==> src/rtl/synth_slot_sequencer_if.sv <==
// Slot-sequencer bus: frame requests from the sample timebase in, and the
// slot index plus strobes out to the envelope, oscillator and mixer stages.
interface synth_slot_sequencer_if #(
    parameter int V_WIDTH = 3,
    parameter int E_WIDTH = 3
);
    logic                       sample_tick;
    logic                       run_en;
    logic                       overrun_clr;
    logic [V_WIDTH+E_WIDTH-1:0] xxxx;
    logic                       n_xxxx_zero;
    logic                       slot_valid;
    logic                       osc_ce;
    logic                       voice_first;
    logic                       frame_done;
    logic                       busy;
    logic                       overrun;
    logic [15:0]                frame_cnt;

    // Timebase / controller side
    modport master (
        output sample_tick, run_en, overrun_clr,
        input  xxxx, n_xxxx_zero, slot_valid, osc_ce, voice_first,
               frame_done, busy, overrun, frame_cnt
    );

    // Sequencer side
    modport slave (
        input  sample_tick, run_en, overrun_clr,
        output xxxx, n_xxxx_zero, slot_valid, osc_ce, voice_first,
               frame_done, busy, overrun, frame_cnt
    );
endinterface

==> src/rtl/synth_slot_sequencer.sv <==
// Frame sequencer: on each accepted sample tick walks every {voice, osc, env}
// slot once, drains the pipeline, then pulses frame_done.
module synth_slot_sequencer #(
    parameter int VOICES       = 8,
    parameter int V_OSC        = 4,
    parameter int O_ENVS       = 2,
    parameter int V_ENVS       = V_OSC * O_ENVS,
    parameter int V_WIDTH      = 3,
    parameter int O_WIDTH      = 2,
    parameter int OE_WIDTH     = 1,
    parameter int E_WIDTH      = O_WIDTH + OE_WIDTH,
    parameter int FLUSH_CYCLES = 4
) (
    input  logic                  sCLK_XVXENVS,
    input  logic                  iRST_N,
    synth_slot_sequencer_if.slave bus
);
    localparam int                SW         = V_WIDTH + E_WIDTH;
    localparam logic [SW-1:0]     LAST_SLOT  = SW'(VOICES * V_ENVS - 1);
    localparam logic [3:0]        FLUSH_LOAD = 4'(FLUSH_CYCLES - 1);

    typedef enum logic [1:0] {IDLE, RUN, FLUSH, DONE} state_t;

    state_t        state_reg, state_next;
    logic [SW-1:0] xxxx_reg, xxxx_next;
    logic          slot_valid_reg, slot_valid_next;
    logic          n_xxxx_zero_reg, n_xxxx_zero_next;
    logic          osc_ce_reg, osc_ce_next;
    logic          voice_first_reg, voice_first_next;
    logic          frame_done_reg, frame_done_next;
    logic          busy_reg, busy_next;
    logic          overrun_reg, overrun_next;
    logic [15:0]   frame_cnt_reg, frame_cnt_next;
    logic [3:0]    flush_cnt_reg, flush_cnt_next;
    logic          start;

    assign start = bus.sample_tick & bus.run_en;

    always_ff @(posedge sCLK_XVXENVS or negedge iRST_N) begin
        if (!iRST_N) begin
            state_reg       <= IDLE;
            xxxx_reg        <= '0;
            slot_valid_reg  <= 1'b0;
            n_xxxx_zero_reg <= 1'b0;
            osc_ce_reg      <= 1'b0;
            voice_first_reg <= 1'b0;
            frame_done_reg  <= 1'b0;
            busy_reg        <= 1'b0;
            overrun_reg     <= 1'b0;
            frame_cnt_reg   <= '0;
            flush_cnt_reg   <= '0;
        end else begin
            state_reg       <= state_next;
            xxxx_reg        <= xxxx_next;
            slot_valid_reg  <= slot_valid_next;
            n_xxxx_zero_reg <= n_xxxx_zero_next;
            osc_ce_reg      <= osc_ce_next;
            voice_first_reg <= voice_first_next;
            frame_done_reg  <= frame_done_next;
            busy_reg        <= busy_next;
            overrun_reg     <= overrun_next;
            frame_cnt_reg   <= frame_cnt_next;
            flush_cnt_reg   <= flush_cnt_next;
        end
    end

    // Next values are computed for the cycle being entered so every output is
    // a plain register aligned with the state it describes.
    always_comb begin
        state_next      = state_reg;
        xxxx_next       = xxxx_reg;
        slot_valid_next = 1'b0;
        frame_done_next = 1'b0;
        frame_cnt_next  = frame_cnt_reg;
        flush_cnt_next  = flush_cnt_reg;

        case (state_reg)
            IDLE: begin
                if (start) begin
                    state_next      = RUN;
                    xxxx_next       = '0;
                    slot_valid_next = 1'b1;
                end
            end
            RUN: begin
                if (xxxx_reg == LAST_SLOT) begin
                    state_next     = FLUSH;
                    flush_cnt_next = FLUSH_LOAD;
                end else begin
                    xxxx_next       = xxxx_reg + SW'(1);
                    slot_valid_next = 1'b1;
                end
            end
            FLUSH: begin
                if (flush_cnt_reg == 4'd0) begin
                    state_next      = DONE;
                    frame_done_next = 1'b1;
                    frame_cnt_next  = frame_cnt_reg + 16'd1;
                end else begin
                    flush_cnt_next = flush_cnt_reg - 4'd1;
                end
            end
            DONE: begin
                // A tick landing on DONE starts the next frame back-to-back.
                if (start) begin
                    state_next      = RUN;
                    xxxx_next       = '0;
                    slot_valid_next = 1'b1;
                end else begin
                    state_next = IDLE;
                end
            end
            default: state_next = IDLE;
        endcase

        busy_next        = (state_next != IDLE);
        n_xxxx_zero_next = slot_valid_next && (xxxx_next == '0);
        osc_ce_next      = slot_valid_next && (xxxx_next[OE_WIDTH-1:0] == '0);
        voice_first_next = slot_valid_next && (xxxx_next[E_WIDTH-1:0] == '0);

        // Set has priority over clear when both arrive together.
        if (bus.sample_tick && (state_reg == RUN || state_reg == FLUSH))
            overrun_next = 1'b1;
        else if (bus.overrun_clr)
            overrun_next = 1'b0;
        else
            overrun_next = overrun_reg;
    end

    assign bus.xxxx        = xxxx_reg;
    assign bus.slot_valid  = slot_valid_reg;
    assign bus.n_xxxx_zero = n_xxxx_zero_reg;
    assign bus.osc_ce      = osc_ce_reg;
    assign bus.voice_first = voice_first_reg;
    assign bus.frame_done  = frame_done_reg;
    assign bus.busy        = busy_reg;
    assign bus.overrun     = overrun_reg;
    assign bus.frame_cnt   = frame_cnt_reg;
endmodule

==> src/flat_wrapper.sv <==
// flat-port wrapper written by rule: the top's interface ports become plain ports
module synth_slot_sequencer_flat 
#(
    parameter int VOICES       = 8,
    parameter int V_OSC        = 4,
    parameter int O_ENVS       = 2,
    parameter int V_ENVS       = V_OSC * O_ENVS,
    parameter int V_WIDTH      = 3,
    parameter int O_WIDTH      = 2,
    parameter int OE_WIDTH     = 1,
    parameter int E_WIDTH      = O_WIDTH + OE_WIDTH,
    parameter int FLUSH_CYCLES = 4
)
  (sCLK_XVXENVS, iRST_N, bus_sample_tick, bus_run_en, bus_overrun_clr, bus_xxxx, bus_n_xxxx_zero, bus_slot_valid, bus_osc_ce, bus_voice_first, bus_frame_done, bus_busy, bus_overrun, bus_frame_cnt);
  synth_slot_sequencer_if #(.V_WIDTH(V_WIDTH), .E_WIDTH(E_WIDTH)) bus_i ();
  input  logic sCLK_XVXENVS;
  input  logic iRST_N;
  input wire logic [$bits(bus_i.sample_tick)-1:0] bus_sample_tick;
  input wire logic [$bits(bus_i.run_en)-1:0] bus_run_en;
  input wire logic [$bits(bus_i.overrun_clr)-1:0] bus_overrun_clr;
  output wire logic [$bits(bus_i.xxxx)-1:0] bus_xxxx;
  output wire logic [$bits(bus_i.n_xxxx_zero)-1:0] bus_n_xxxx_zero;
  output wire logic [$bits(bus_i.slot_valid)-1:0] bus_slot_valid;
  output wire logic [$bits(bus_i.osc_ce)-1:0] bus_osc_ce;
  output wire logic [$bits(bus_i.voice_first)-1:0] bus_voice_first;
  output wire logic [$bits(bus_i.frame_done)-1:0] bus_frame_done;
  output wire logic [$bits(bus_i.busy)-1:0] bus_busy;
  output wire logic [$bits(bus_i.overrun)-1:0] bus_overrun;
  output wire logic [$bits(bus_i.frame_cnt)-1:0] bus_frame_cnt;
  assign bus_i.sample_tick = bus_sample_tick;
  assign bus_i.run_en = bus_run_en;
  assign bus_i.overrun_clr = bus_overrun_clr;
  assign bus_xxxx = bus_i.xxxx;
  assign bus_n_xxxx_zero = bus_i.n_xxxx_zero;
  assign bus_slot_valid = bus_i.slot_valid;
  assign bus_osc_ce = bus_i.osc_ce;
  assign bus_voice_first = bus_i.voice_first;
  assign bus_frame_done = bus_i.frame_done;
  assign bus_busy = bus_i.busy;
  assign bus_overrun = bus_i.overrun;
  assign bus_frame_cnt = bus_i.frame_cnt;
  synth_slot_sequencer #(.VOICES(VOICES), .V_OSC(V_OSC), .O_ENVS(O_ENVS), .V_ENVS(V_ENVS), .V_WIDTH(V_WIDTH), .O_WIDTH(O_WIDTH), .OE_WIDTH(OE_WIDTH), .E_WIDTH(E_WIDTH), .FLUSH_CYCLES(FLUSH_CYCLES)) u_core (.sCLK_XVXENVS(sCLK_XVXENVS), .iRST_N(iRST_N), .bus(bus_i));
endmodule
==> config.mk <==
export PLATFORM = sky130hd
export DESIGN_NAME = synth_slot_sequencer_flat
export DESIGN_NICKNAME = d
export VERILOG_FILES = /design/src/rtl/synth_slot_sequencer_if.sv /design/src/rtl/synth_slot_sequencer.sv /design/src/flat_wrapper.sv
export SDC_FILE = /design/constraint.sdc
export NUM_CORES = 1
export LEC_CHECK = 0
export CORE_ASPECT_RATIO = 1.1
export CORE_MARGIN = 3
export CORE_UTILIZATION = 30
export DETAILED_ROUTE_END_ITERATION = 10
export DONT_BUFFER_PORTS = 1
export GPL_ROUTABILITY_DRIVEN = 0
export SLEW_MARGIN = 20
export SYNTH_ARGS = -nofsm -noshare
export SYNTH_HDL_FRONTEND = slang
export SYNTH_SLANG_ARGS = --single-unit
export TNS_END_PERCENT = 20
==> constraint.sdc <==
create_clock -name sCLK_XVXENVS -period 5 [get_ports sCLK_XVXENVS]
set_input_delay 0.5 -clock sCLK_XVXENVS [delete_from_list [all_inputs] [get_ports sCLK_XVXENVS]]
set_output_delay 0.5 -clock sCLK_XVXENVS [all_outputs]
set_load 0.005 [all_outputs]
Word-level counts from Yosys, hierarchy flattened:

Cells that the tools add are included.

* bits in registers: 35
* bits of input ports: 5
* output and inout bits: 29
* logic and storage cells: 55

* add/sub/neg operators: 3
* eq/ne operators: 6
* mux-type cells: 18
* bitwise gates (word level): 2
* reductions and logical operators: 15

Operators by type and width (number)
* adder 16 x 1 -> 16 bit (second input constant): 1
* two-way mux 6 bit: 2
* case mux 6 bit (2 select lines): 1
* two-way mux 4 bit: 2
* case mux 2 bit (4 select lines): 1
* case mux 4 bit (2 select lines): 1
* two-way mux 1 bit: 7
* adder 6 x 1 -> 6 bit (second input constant): 1
* == test 6 bit (second input constant): 1
* logical NOT 6 bit: 1
* two-way mux 2 bit: 3
* nonzero test 2 bit: 3
* == test 2 bit (second input constant): 2
* logical AND 1 bit: 4
* logical NOT 4 bit: 1
* subtractor 4 x 1 -> 4 bit (second input constant): 1
* logical NOT 3 bit: 1
* AND reduction 3 bit: 1
* == test 2 x 1 -> 1 bit (second input constant): 1
* logical NOT 2 bit: 1
* != test 2 x 1 -> 1 bit (second input constant): 1
* != test 2 bit (second input constant): 1
* case mux 1 bit (2 select lines): 1
* AND reduction 2 bit: 1
* other kinds (4): 4

Depth between registers and ports, before layout:

Gate-level depths: netlist of run 1.

* depth in word-level cells: 5
* gate-level depth with buffers: 9
* mapped depth without buffers: 8

Worst setup path before layout of run 1:

Ideal clock, no wire load.

* path kind: register -> register
* from: reg u_core.state_reg[0]
* to: reg u_core.frame_cnt_reg[13] (netlist: u_core.bus.frame_cnt[13])
* library setup time: 0.123 ns
* arrival time: 1.685 ns
* data required time: 4.877 ns
* path slack: 3.192 ns
* cell stages (with the launch flop): 10
* period minus slack after synthesis: 1.808 ns
* cell sequence: dfrtp_1 inv_1 ha_1 buf_4 nand4bb_4 inv_2 and4_4 nor3b_4 nand3_1 xnor2_1

* cells in the longest elaborated chain, start to end: 2

Ends and longest elaborated chain
* start: declaration: line synth_slot_sequencer.sv:24 `state_t state_reg, state_next;`
* start signal: assignment: line synth_slot_sequencer.sv:53 `state_reg <= state_next;`
* == test 2 bit: line synth_slot_sequencer.sv:77 `case (state_reg)`
* AND reduction 2 bit (no line)
* end signal: assignment: line synth_slot_sequencer.sv:62 `frame_cnt_reg <= frame_cnt_next;`
* end: declaration: line synth_slot_sequencer.sv:33 `logic [15:0] frame_cnt_reg, frame_cnt_next;`

No other way between the ends.
A chain may end at the register's enable or synchronous reset.

Worst setup path after layout of run 1:

Same ends and word-level chain as after synthesis.

==> results of run 1 <==
-- synth_stat cells, types with 2 or more instances --
library cell,number,share of area
nor2b_1,2,0.0069
o2bb2ai_1,2,0.0097
o21ai_1,4,0.011
nand2b_1,4,0.014
nor3_1,3,0.0083
nor2_1,10,0.021
a21oi_1,5,0.014
inv_1,8,0.017
o21a_1,2,0.0083
o211ai_1,2,0.0083
o21ai_0,7,0.019
a211oi_1,3,0.013
a31oi_1,3,0.010
ha_1,8,0.056
nand3_1,11,0.031
xnor2_1,14,0.068
nand2_1,14,0.029
and4_1,3,0.015
dfrtp_1,35,0.49
clkbuf_1,2,0.0042
and3_1,3,0.010
nand4_1,4,0.014
-- placed cells by master (no fill, tap or decap), types with 5 or more instances in the layout --
| cell | n |
|---|---|
| ha_1 | 8 |
| nand2_1 | 14 |
| nand3_1 | 11 |
| dfrtp_1 | 35 |
| xnor2_1 | 14 |
| inv_1 | 8 |
| clkbuf_8 | 5 |
| nor2_1 | 10 |
| o21ai_0 | 7 |
| a21oi_1 | 5 |
-- cells by family after synthesis --
kind of cell | count (synthesis) | share of synthesized area
AND/OR/NAND/NOR | 64 | 0.2266
flip-flops | 35 | 0.4864
AO/OA/AOI/OAI | 33 | 0.1161
XOR/XNOR | 15 | 0.07297
buffers and inverters | 14 | 0.03613
adder cells (fa/ha/maj) | 8 | 0.05560
multiplexers | 1 | 0.006254
-- metrics by stage --
step	hold WS, ns	setup WS [ns]
floorplan	0.2044	3.192
global placement	0.2053	2.753
detailed placement	0.2054	2.649
CTS	0.03763	2.644
global route	0.03751	2.443
finish	0.03672	2.672
-- worst max-delay path, cell delays in order (launching register included) --
cell and delay, ns:
dfrtp_1 0.41, inv_1 0.09, ha_1 0.62, nand4bb_4 0.22
inv_2 0.15, and4_4 0.26, nor3b_4 0.22, nand3_1 0.12
xnor2_1 0.13
-- power groups by stage --
stage                     clock (mW)  combinational (mW)  sequential [mW]
after floorplan                    0               0.163            0.366
after global placement             0               0.193            0.382
after detailed placement           0               0.195            0.383
after CTS                      0.263               0.204            0.377
after global routing           0.276               0.233            0.385
final                          0.254               0.202            0.375
-- final timing paths --
kind / from / to / slack, ns / cells past startpoint
min: iRST_N / u_core.bus.frame_cnt[13]$_DFFE_PN0P_ / 0.04 / 1
max reg2reg: u_core.state_reg[0]$_DFF_PN0_ / u_core.bus.frame_cnt[13]$_DFFE_PN0P_ / 2.67 / 8
max in group asynchronous: iRST_N / u_core.bus.xxxx[1]$_DFF_PN0_ / 4.78 / 1
min reg2reg: u_core.bus.frame_cnt[15]$_DFFE_PN0P_ / u_core.bus.frame_cnt[15]$_DFFE_PN0P_ / 0.50 / 1
max: u_core.state_reg[0]$_DFF_PN0_ / u_core.bus.frame_cnt[13]$_DFFE_PN0P_ / 2.67 / 8
min in group sCLK_XVXENVS: bus_overrun_clr / u_core.bus.overrun$_DFFE_PN0P_ / 0.31 / 1
-- layout make-up --
type	count	share of cell area
Inverter	9	0.01693
Sequential cell	35	0.4389
Multi-Input combinational cell	121	0.4307
Clock inverter	3	0.02194
Clock buffer	5	0.03448
Timing Repair Buffer	1	0.01003
Tap cell	75	0.04702
-- routing by layer --
| metal | wire, um | share of wire |
|---|---|---|
| met1 | 1592 | 0.45 |
| met4 | 73 | 0.021 |
| met2 | 1597 | 0.45 |
| met3 | 274 | 0.077 |
| met5 | 0 | 0 |
-- timing repair --
action,in CTS,in global routing
setup buffers,0,0
endpoints found under the setup margin,0,0
hold endpoints to repair,35,0
hold buffers,1,0
==> impl_metrics.yaml, run 1 <==
outcome:
  status: "completed"
pwr:
  p_total_mw: 0.8305
  p_per_area_nw_per_um2: 416.2
  combPwrFrac: 0.243
  power.switching_mw: 0.2751
  pwr-share-seq: 0.452
  p_leak_nw: 0.8754
  power_frac_clock: 0.305
  irDropWorstVdd_mv: 0.1497
  internal_power_mw: 0.5554
  switching_share: 0.3313
worst_setup_path:
  critPathMaxFanout: 19
  worstPathArrival_ns: 2.51
  end_kind: "register"
  crit_type: "register to register"
  cp.required_ns: 5.18
  critPathLaunchType: "register"
hold_path:
  hp-class: "input pin to async pin"
synthesis:
  yosysSeqAreaShare: 0.4864
  syn-num-nets: 183
  syn_area_per_cell_um2: 10.59
  async_flop_share: 1.000
  ys_types: 43
  synthCells: 170
  synth_enable_flop_cells: 0
  syn_area_um2: 1800
  ys_seq_elements: 35
  synth_ff_type: "dfrtp_1"
  yosysWarnings: 0
timing:
  tns_ns: 0
  setup_violations: 0
  drv_slew: 0
  fmax_ghz: 0.4296
  hold_viol: 0
  rsz0062_at_grt: "false"
  post-route-min-period_ns: 2.328
  slew_headroom: 0.5277
  worst_pin_slew_ns: 0.7085
  skew_ns: 0.005554
  fin_crit_sh: 0.4655
floorplanning:
  die_h_um: 87.25
  core-area_um2: 5605
  die_w_um: 79.87
  rows: 28
  die_area_um2: 6968
  initial_core_util: 0.3212
  io_pins: 34
layout:
  syn_to_final_growth_pct: 10.84
  antenna_cells: 0
  fin_util: 0.3560
  final_layout_size_suffix_gt1_frac: 0.1092
  ff_latch_area_um2: 875.8
  largest_reg_flops: 16
  multi_input_area_um2: 859.6
  finalNonFillerCells: 249
  nets: 186
  final_area_um2: 1996
  fill_cells: 561
clock_tree:
  cts_resized: 0
  cts_tree: "done"
  cts_inserted_buffers: 5
  clock_sinks: 35
  cts_max_level: 2
  cts-root-buf: "clkbuf_8"
  clock_latency_ns: 0.29
  cts.path.max_buffers: 2
  cts.clk_slew.worst_paths_ns: 0.08
route:
  drt-initial-drc-count: 93
  via_per_inst: 5.024
  drt_wl_total_mm: 3.537
  wire_per_inst_um: 14.20
  drtAntennaViolNets: 0
  first_pass_iters: 4
  drcViolationCount: 0
  num_vias: 1251
global_route:
  grtUsageTotal: 0.1151
  use_met3: 0.04969
  grt_pass1_wl_mm: 6.230
  use_met2: 0.1724
  grt_pass1_vias: 1252
  gr-usage-met1: 0.1481
  gr-total-overflow: 0
  grt_max_degree: 36
  grt-busiest-layer: "met2"
  antenna_found_initial: 0
placed_design:
  port_buffers: 0
  dpl.hpwl_mm: 2.579
  place_area_um2: 1863
  dp_cells: 240
job:
  cap_violations: 0
(Power assumes the default switching activity.)
==> run 2: changes to the inputs <==
- ABC_AREA: default -> 1
- clock period: 5 -> 1.9 ns (I/O delays scaled with it)
==> impl_metrics.yaml, run 2 <==
placed_design:
  place_area_um2: 2024
  dp_cells: 311
  port_buffers: 0
  dpl.hpwl_mm: 2.905
pwr:
  switching_share: 0.3952
  p_leak_nw: 1.143
  p_per_area_nw_per_um2: 1137
  pwr-share-seq: 0.410
  combPwrFrac: 0.370
  p_total_mw: 2.460
  power.switching_mw: 0.9724
  power_frac_clock: 0.220
  irDropWorstVdd_mv: 0.7002
  internal_power_mw: 1.488
outcome:
  status: "completed"
synthesis:
  synth_area_leaders: "dfrtp_1 47%, nand2_1 13%, inv_1 6.8%, ha_1 5.3%, nand3_1 4.5%"
  yosysWarnings: 0
  synth_top_area_frac: 0.4676
  ys_types: 27
  yosysTopAreaCell: "dfrtp_1"
  yosysSeqAreaShare: 0.4676
  yosysMostFrequentCell: "nand2_1"
  synthCells: 227
  synth_commonest_cells: "64 x nand2_1, 35 x dfrtp_1, 34 x inv_1"
  synth_ff_type: "dfrtp_1"
  async_flop_share: 1.000
  synth_enable_flop_cells: 0
  syn_area_um2: 1873
  syn-num-nets: 240
  ys_seq_elements: 35
  syn_area_per_cell_um2: 8.251
clock_tree:
  cts.path.max_buffers: 2
  clock_sinks: 35
  cts.clk_slew.worst_paths_ns: 0.07
  clock_latency_ns: 0.29
  cts_max_level: 2
  cts-root-buf: "clkbuf_8"
  cts_resized: 0
  cts_inserted_buffers: 5
  cts_tree: "done"
floorplanning:
  die_h_um: 88.87
  die_w_um: 81.34
  initial_core_util: 0.3167
  die_area_um2: 7229
  io_pins: 34
  core-area_um2: 5914
  rows: 29
layout:
  finalNonFillerCells: 324
  syn_to_final_growth_pct: 15.56
  largest_reg_flops: 16
  antenna_cells: 0
  mostFrequentLayoutCells: "64 x nand2_1, 35 x dfrtp_1, 34 x inv_1"
  final_layout_size_suffix_gt1_frac: 0.1174
  final_area_um2: 2165
  nets: 259
  layout_commonest_cell: "nand2_1"
worst_setup_path:
  worstPathArrival_ns: 1.90
  r2r-start: "u_core.state_reg[1]$_DFF_PN0_"
  cp.required_ns: 2.12
  end_kind: "register"
  crit_start: "u_core.state_reg[1]$_DFF_PN0_"
  crit_type: "register to register"
  critPathMaxFanout: 6
  critPathLaunchType: "register"
global_route:
  gr-total-overflow: 0
  grt_pass1_vias: 1438
  grt_max_degree: 36
  grt_pass1_wl_mm: 6.596
  grtUsageTotal: 0.1175
  antenna_found_initial: 0
route:
  first_pass_iters: 4
  drt_wl_total_mm: 3.857
  wire_per_inst_um: 11.90
  drcViolationCount: 0
  drt-initial-drc-count: 83
  num_vias: 1470
  drtAntennaViolNets: 0
  via_per_inst: 4.537
timing:
  rsz0062_at_grt: "false"
  hold_viol: 0
  tns_ns: 0
  worst_pin_slew_ns: 0.3131
  post-route-min-period_ns: 1.680
  drv_slew: 0
  fmax_ghz: 0.5952
  fin_crit_sh: 0.8843
  skew_ns: 0.006101
  setup_violations: 0
  slew_headroom: 0.7906
job:
  cap_violations: 0
hold_path:
  hold_start: "bus_sample_tick"
  hp-class: "input pin to register"
## run 2: logic make-up after synthesis
| kind of cell | after synthesis | synth area share |
|---|---|---|
| compound gates | 19 | 0.05811 |
| simple gates | 117 | 0.2919 |
| flops | 35 | 0.4676 |
| fa+ha+maj | 8 | 0.05344 |
| buf+inv | 36 | 0.07281 |
| xor+xnor | 12 | 0.05611 |
## run 2: per-layer routing
layer | up-vias | track usage | routed length [um]
li1 | 744 | - | -
met3 | 6 | 0.05193 | 367
met2 | 36 | 0.1756 | 1718
met4 | 0 | 0.04455 | 37
met5 | - | 0 | 0
met1 | 684 | 0.1491 | 1733
## run 2: final timing paths
kind,end,slack (ns),cells after the start
worst max-delay path,u_core.bus.n_xxxx_zero$_DFF_PN0_,0.22,9
worst min-delay path,u_core.bus.overrun$_DFFE_PN0P_,0.03,2
worst max register to register,u_core.bus.n_xxxx_zero$_DFF_PN0_,0.22,9
worst min register to register,u_core.flush_cnt_reg[0]$_DFFE_PN0P_,0.49,1
max in group asynchronous,u_core.state_reg[0]$_DFF_PN0_,1.36,2
min in group asynchronous,u_core.bus.frame_cnt[7]$_DFFE_PN0P_,0.35,2
## run 2: final cells by class
cell class              count  area (um^2)
clock inverters             2        12.51
multi-input cells         156        860.8
clock buffers               6        72.57
well taps                  77        96.34
inverters                  35        131.4
flip-flops and latches     35        875.8
repair buffers             13        115.1
fillers                   601         3750
## run 2: metrics by stage
| stage | hold slack (ns) | worst slack, ns | util |
|---|---|---|---|
| after floorplan | -0.1056 | 0.3736 | - |
| after global placement | -0.1045 | 0.2005 | 0.3423 |
| after detailed placement | -0.1046 | 0.1713 | 0.3423 |
| after CTS | 0.01651 | 0.1541 | 0.3634 |
| after global routing | 0.05336 | 0.06814 | 0.3660 |
| final | 0.02738 | 0.2199 | 0.3660 |
## run 2: critical path: stages, from the launching register on
cell and delay [ns]:
dfrtp_1 0.38, buf_4 0.15, ha_1 0.24, clkinv_1 0.14, nand2_1 0.13, inv_1 0.12, nand3_1 0.12, a21oi_2 0.16
nand2_1 0.08, nor2_1 0.09
## run 2: power groups by stage
stage	Clock [mW]	Combinational (mW)	Sequential, mW
final	0.542	0.910	1.01
after global routing	0.600	1.07	1.03
after CTS	0.562	0.876	1.03
after detailed placement	0	0.850	1.04
after global placement	0	0.840	1.03
after floorplan	0	0.627	1.01
## run 2: repair_timing
action / in CTS / in global routing
setup buffers: 0 / 2
endpoints found under the hold margin: 36 / 0
setup endpoints to repair: 0 / 1
hold buffers: 3 / 0
